## config.mk

```make
export PLATFORM = sky130hd
export DESIGN_NAME = nes_button_events
export DESIGN_NICKNAME = d
export VERILOG_FILES = /design/src/rtl/nes_button_events_pkg.sv /design/src/rtl/nes_button_events_fifo.sv /design/src/rtl/nes_button_events.sv
export SDC_FILE = /design/constraint.sdc
export NUM_CORES = 1
export LEC_CHECK = 0
export ABC_AREA = 1
export ABC_CLOCK_PERIOD_IN_PS = 2940
export CAP_MARGIN = 10
export CORE_MARGIN = 2
export CORE_UTILIZATION = 58
export CTS_BUF_LIST = sky130_fd_sc_hd__clkbuf_8 sky130_fd_sc_hd__clkbuf_16
export CTS_CLUSTER_DIAMETER = 200
export DETAILED_ROUTE_END_ITERATION = 10
export GPL_TIMING_DRIVEN = 0
export PLACE_DENSITY_LB_ADDON = 0.15
export SLEW_MARGIN = 20
export SYNTH_ARGS = -nofsm -noshare
export SYNTH_HDL_FRONTEND = slang
export SYNTH_SLANG_ARGS = --single-unit
```

## constraint.sdc

```tcl
create_clock -name CLK -period 2.94 [get_ports CLK]
set_input_delay 0.588 -clock CLK [delete_from_list [all_inputs] [get_ports CLK]]
set_output_delay 0.588 -clock CLK [all_outputs]
set_load 0.05 [all_outputs]
```

## src/rtl/nes_button_events_pkg.sv

```systemverilog
// Shared types for the NES button event path: button indices and the queued event format.
package nes_pkg;
   localparam int BTN_A      = 0;
   localparam int BTN_B      = 1;
   localparam int BTN_SELECT = 2;
   localparam int BTN_START  = 3;
   localparam int BTN_UP     = 4;
   localparam int BTN_DOWN   = 5;
   localparam int BTN_LEFT   = 6;
   localparam int BTN_RIGHT  = 7;

   typedef struct packed {
      logic       press;
      logic [2:0] idx;
   } nes_event_t;

   function automatic logic [2:0] lowest_set(input logic [7:0] v);
      lowest_set = 3'd0;
      for (int i = 7; i >= 0; i--)
         if (v[i]) lowest_set = 3'(i);
   endfunction
endpackage

```

## src/rtl/nes_button_events_fifo.sv

```systemverilog
// Small synchronous FIFO with a registered head word; a full FIFO accepts a push only alongside a pop.
module event_fifo #(
   parameter int WIDTH = 4,
   parameter int DEPTH = 4
) (
   input  logic             CLK,
   input  logic             reset,
   input  logic             push,
   input  logic [WIDTH-1:0] din,
   input  logic             pop,
   output logic             full,
   output logic             empty,
   output logic [WIDTH-1:0] head
);
   localparam int AW = $clog2(DEPTH);

   logic [WIDTH-1:0] mem [DEPTH];
   logic [AW-1:0]    wr_ptr, rd_ptr, rd_next;
   logic [AW:0]      count, count_next;
   logic             do_push, do_pop;

   assign full    = (count == (AW+1)'(DEPTH));
   assign empty   = (count == '0);
   assign do_pop  = pop & ~empty;
   assign do_push = push & (~full | do_pop);
   assign rd_next = rd_ptr + AW'(do_pop);
   assign count_next = count + {{AW{1'b0}}, do_push} - {{AW{1'b0}}, do_pop};

   always_ff @(posedge CLK)
      if (do_push) mem[wr_ptr] <= din;

   // The head is fetched one cycle early so ev_code leaves a flop; a word
   // written this cycle into the slot that becomes head is forwarded directly.
   always_ff @(posedge CLK) begin
      if (reset) begin
         wr_ptr <= '0;
         rd_ptr <= '0;
         count  <= '0;
         head   <= '0;
      end else begin
         if (do_push) wr_ptr <= wr_ptr + AW'(1);
         rd_ptr <= rd_next;
         count  <= count_next;
         if (count_next != '0)
            head <= (do_push && rd_next == wr_ptr) ? din : mem[rd_next];
      end
   end
endmodule

```

## src/rtl/nes_button_events.sv

```systemverilog
// Debounces the 8-bit NES frame into a held vector and queues press/release events for game logic.
module nes_button_events
   import nes_pkg::*;
#(
   parameter int STABLE_N   = 3,
   parameter int CNT_W      = 3,
   parameter int FIFO_DEPTH = 4
) (
   input  logic       CLK,
   input  logic       reset,
   input  logic       en,
   input  logic       sample_valid,
   input  logic [7:0] buttons_n,
   input  logic       ev_ready,
   input  logic       clr_overflow,
   output logic [7:0] held,
   output logic       ev_valid,
   output logic [3:0] ev_code,
   output logic       overflow
);
   logic [CNT_W-1:0] cnt [8];
   logic [7:0]       pending, ptype, raw, accept, push_mask;
   logic             sample, pop, push, fifo_full, fifo_empty, collide;
   logic [2:0]       sel;
   nes_event_t       ev_in;

   assign raw       = ~buttons_n;
   assign sample    = sample_valid & en;
   assign pop       = ev_valid & ev_ready;
   assign sel       = lowest_set(pending);
   assign push      = (|pending) & (~fifo_full | pop);
   assign push_mask = push ? (8'b1 << sel) : 8'b0;
   assign ev_in.press = ptype[sel];
   assign ev_in.idx   = sel;
   assign ev_valid  = ~fifo_empty;

   always_comb begin
      accept = '0;
      for (int i = 0; i < 8; i++)
         accept[i] = sample && (raw[i] != held[i]) &&
                     (({1'b0, cnt[i]} + (CNT_W+1)'(1)) == (CNT_W+1)'(STABLE_N));
   end

   // An event pushed this very cycle is not lost, so only a still-waiting one collides.
   assign collide = |(accept & pending & ~push_mask);

   always_ff @(posedge CLK) begin
      if (reset) begin
         for (int i = 0; i < 8; i++) cnt[i] <= '0;
         held     <= '0;
         pending  <= '0;
         ptype    <= '0;
         overflow <= 1'b0;
      end else begin
         for (int i = 0; i < 8; i++) begin
            if (sample) begin
               if (raw[i] == held[i] || accept[i]) cnt[i] <= '0;
               else                                cnt[i] <= cnt[i] + CNT_W'(1);
               if (accept[i]) begin
                  held[i]  <= raw[i];
                  ptype[i] <= raw[i];
               end
            end
         end
         pending <= (pending & ~push_mask) | accept;
         if (collide)           overflow <= 1'b1;
         else if (clr_overflow) overflow <= 1'b0;
      end
   end

   event_fifo #(.WIDTH(4), .DEPTH(FIFO_DEPTH)) u_fifo (
      .CLK   (CLK),
      .reset (reset),
      .push  (push),
      .din   (ev_in),
      .pop   (pop),
      .full  (fifo_full),
      .empty (fifo_empty),
      .head  (ev_code)
   );
endmodule

```

==> impl_metrics.py <==
metrics = {
    "synth": {
        "async_reset_ff_share_pct": 0,
        "syn_area_per_cell_um2": 8.92,
        "synth_flop_cell": "edfxtp_1",
        "synth_cell_types": 36,
        "syn_area_um2": 3590,
        "seq_area_frac_synth_pct": 49.0,
        "syn_nets": 441,
        "synth_edf_count": 40,
        "yosysWarnings": 0,
        "ys_ff_latch": 68,
        "syn_inst": 403,
    },
    "drt": {
        "routed_wl_um": 6670,
        "drc": 0,
        "drt_first_pass_iters": 4,
        "drt_iter0_drc": 170,
        "vias_per_cell": 5.20,
        "vias": 2707,
        "drtAntennaViolNets": 0,
        "post_drt_wl_per_cell_um": 12.8,
    },
    "placement": {
        "place_area_um2": 3960,
        "portBuffers": 27,
        "place.gp.congestion": 0.915,
        "preCtsSetupSlack_ns": -0.124,
        "hpwlAfterDp_um": 4970,
    },
    "pwr": {
        "power.leakage_nw": 1.70,
        "cellPowerDensity_nw_per_um2": 681,
        "ir_worst_vdd_uv": 770,
    },
    "clocking": {
        "root_buffer": "clkbuf_8",
        "numCtsBuffers": 9,
        "clk_latency_ns": 0.34,
        "cts_tree": "built",
        "clkTransAtPathRegs_ns": 0.07,
        "h-tree-depth": 3,
        "cts.sinks": 68,
        "cts_resized": 0,
        "clockBufferDepth": 2,
        "postCtsSetupBuffers": 0,
        "ctsHoldBuffers": 0,
    },
    "floorplan": {
        "dieWidth_um": 82.7,
        "rows": 28,
        "dieArea_um2": 6840,
        "core_um2": 5960,
        "io_pins": 28,
        "start_util_pct": 60.3,
        "die_height_um": 82.7,
    },
    "worst_setup_path": {
        "reg2reg_from": "pending[2]$_SDFF_PP0_",
        "r2r-end": "u_fifo.head[2]$_SDFFE_PP0P_",
        "r2r_slack_ns": 0.35,
        "start_kind": "input port",
        "crit_type": "input port to flip-flop",
        "arrival_ns": 2.95,
        "rr_worst_depth": 11,
        "cp_max_fo": 8,
        "worstSetupEndpointType": "flip-flop",
        "cp.required_ns": 3.18,
    },
    "hold_path": {
        "min_to": "u_fifo.head[1]$_SDFFE_PP0P_",
        "hold_depth": 2,
        "hold_class": "flip-flop to flip-flop",
        "min_from": "u_fifo.head[1]$_SDFFE_PP0P_",
    },
    "sta": {
        "fin_crit_sh_pct": 92.0,
        "setup_viol": 0,
        "period_needed_ns": 2.71,
        "worst_pin_slew_ns": 1.00,
        "clock_skew_ns": 0.00696,
        "rsz0062_at_grt": "no",
        "slew_headroom_pct": 33.1,
        "setup_ws_ns": 0.235,
        "whs_ns": 0.472,
        "fmax_mhz": 370,
        "hold_viol": 0,
        "final_max_slew_viol_count": 0,
    },
    "finish": {
        "area.growth.synth_to_final_pct": 14.3,
        "drive_gt1_share_pct": 6.28,
        "postLayoutCellArea_um2": 4110,
        "num_antenna_cells": 0,
        "utilization_pct": 69.0,
        "nets": 479,
    },
    "global_routing": {
        "antenna_found_initial": 0,
        "grt.overflow.total": 0,
        "grt_start_max_net_pins": 25,
        "track_usage_pct": 21.7,
        "grt_pass1_wl_um": 10800,
        "grt_pass1_vias": 2513,
    },
    "outcome": {
        "status": "complete, no violations",
    },
    "run": {
        "drv_cap": 0,
    },
}
critical path: stages:
cell and delay (ns):
clkdlybuf4s50_1 0.40, inv_1 0.08, nand3_2 0.16, o21ai_4 0.17, inv_1 0.12, ha_1 0.23, fa_1 0.50, nor3_4 0.31
inv_2 0.08, o21ai_0 0.13, o21bai_1 0.12, inv_1 0.05
metal layers:
layer | global-route usage [%] | up-vias | wire, um
li1 | - | 1393 | -
met1 | 24.9 | 1252 | 2940
met2 | 36.5 | 46 | 3310
met3 | 6.09 | 16 | 216
met4 | 11.8 | 0 | 204
met5 | 0 | - | 0
state kept, by name (all words and copies together), names as in the netlist:
signal,count
u_fifo.rd_ptr,2
u_fifo.mem,16
u_fifo.wr_ptr,2
u_fifo.count,3
overflow,1
ptype,1
held,7
u_fifo.head,4
pending,8
cnt,24
logic make-up after synthesis:
logic type      share of synthesized area, %
simple gates                            20.7
flops                                   49.0
buf+inv                                 7.28
compound gates                          10.3
fa+ha+maj                               8.57
xor+xnor                                4.14
layout make-up:
cell class / count / area (um^2)
well taps: 75 / 93.8
plain buffers: 4 / 25.0
multi-input cells: 268 / 1570
clock inverters: 7 / 26.3
clock buffers: 9 / 124
inverters: 63 / 236
fillers: 497 / 1850
repair buffers: 27 / 270
flip-flops and latches: 68 / 1760
synthesized netlist by cell type, types with 2 or more instances:
master | n | area [um^2]
nor2_1 | 76 | 285
inv_1 | 60 | 225
nand2_1 | 41 | 154
edfxtp_1 | 40 | 1200
nand3_1 | 30 | 150
a21oi_1 | 29 | 145
dfxtp_1 | 28 | 561
ha_1 | 23 | 288
o21ai_0 | 20 | 100
xor2_1 | 8 | 70.1
o211ai_1 | 5 | 37.5
nand4_1 | 4 | 25.0
or2_2 | 4 | 25.0
xnor2_1 | 4 | 35.0
clkbuf_1 | 3 | 11.3
o31ai_1 | 3 | 22.5
inv_2 | 2 | 7.51
nor2_2 | 2 | 12.5
nor3_4 | 2 | 32.5
o21a_1 | 2 | 15.0
o21ai_1 | 2 | 10.0
power breakdown:
group | total (mW) | internal, mW | switching (mW)
clock network | 0.612 | 0.285 | 0.327
registers | 1.16 | 1.10 | 0.0565
logic | 1.03 | 0.395 | 0.634
stage by stage:
step | setup TNS, ns | power, mW | std cells
CTS | 0 | 2.83 | 521
global placement | -0.279 | 2.18 | 505
detailed placement | -1.03 | 2.21 | 505
global route | 0 | 2.97 | 521
finish | 0 | 2.80 | 521
floorplan | 0 | 1.97 | 403
worst max path at each step:
stage                  start                          end  slack (ns)  depth (start not counted)
detailed placement  ev_ready  u_fifo.head[2]$_SDFFE_PP0P_       -0.12                         12
floorplan           ev_ready  u_fifo.head[2]$_SDFFE_PP0P_        0.52                         11
global placement    ev_ready  u_fifo.head[2]$_SDFFE_PP0P_       -0.11                         12
CTS                 ev_ready  u_fifo.head[2]$_SDFFE_PP0P_        0.24                         12
global route        ev_ready  u_fifo.head[2]$_SDFFE_PP0P_        0.12                         13
finish              ev_ready  u_fifo.head[2]$_SDFFE_PP0P_        0.23                         12
placed cells by master (no fill, tap or decap):
cell,count
xor2_2,1
o31ai_1,3
xor2_1,8
xnor2_1,4
clkbuf_1,3
nor2_1,76
a21oi_4,1
nor2_2,2
inv_1,62
or2_2,4
clkinv_1,6
nand3_2,1
and3_1,1
dfxtp_1,28
nor2_4,1
o21a_1,2
edfxtp_1,40
nand2_4,1
a21oi_1,29
nand2_1,41
clkbuf_8,10
clkdlybuf4s50_1,27
xnor2_4,1
and2_1,1
o21bai_1,1
o21ai_0,20
ha_1,23
inv_2,2
nand3b_1,1
nand3_1,30
nand4_1,4
o21ai_4,1
nor3_4,2
o21ai_1,2
o211ai_1,5
nand2_2,1
fa_1,1
No activity file was read; power rests on OpenSTA's default activity.
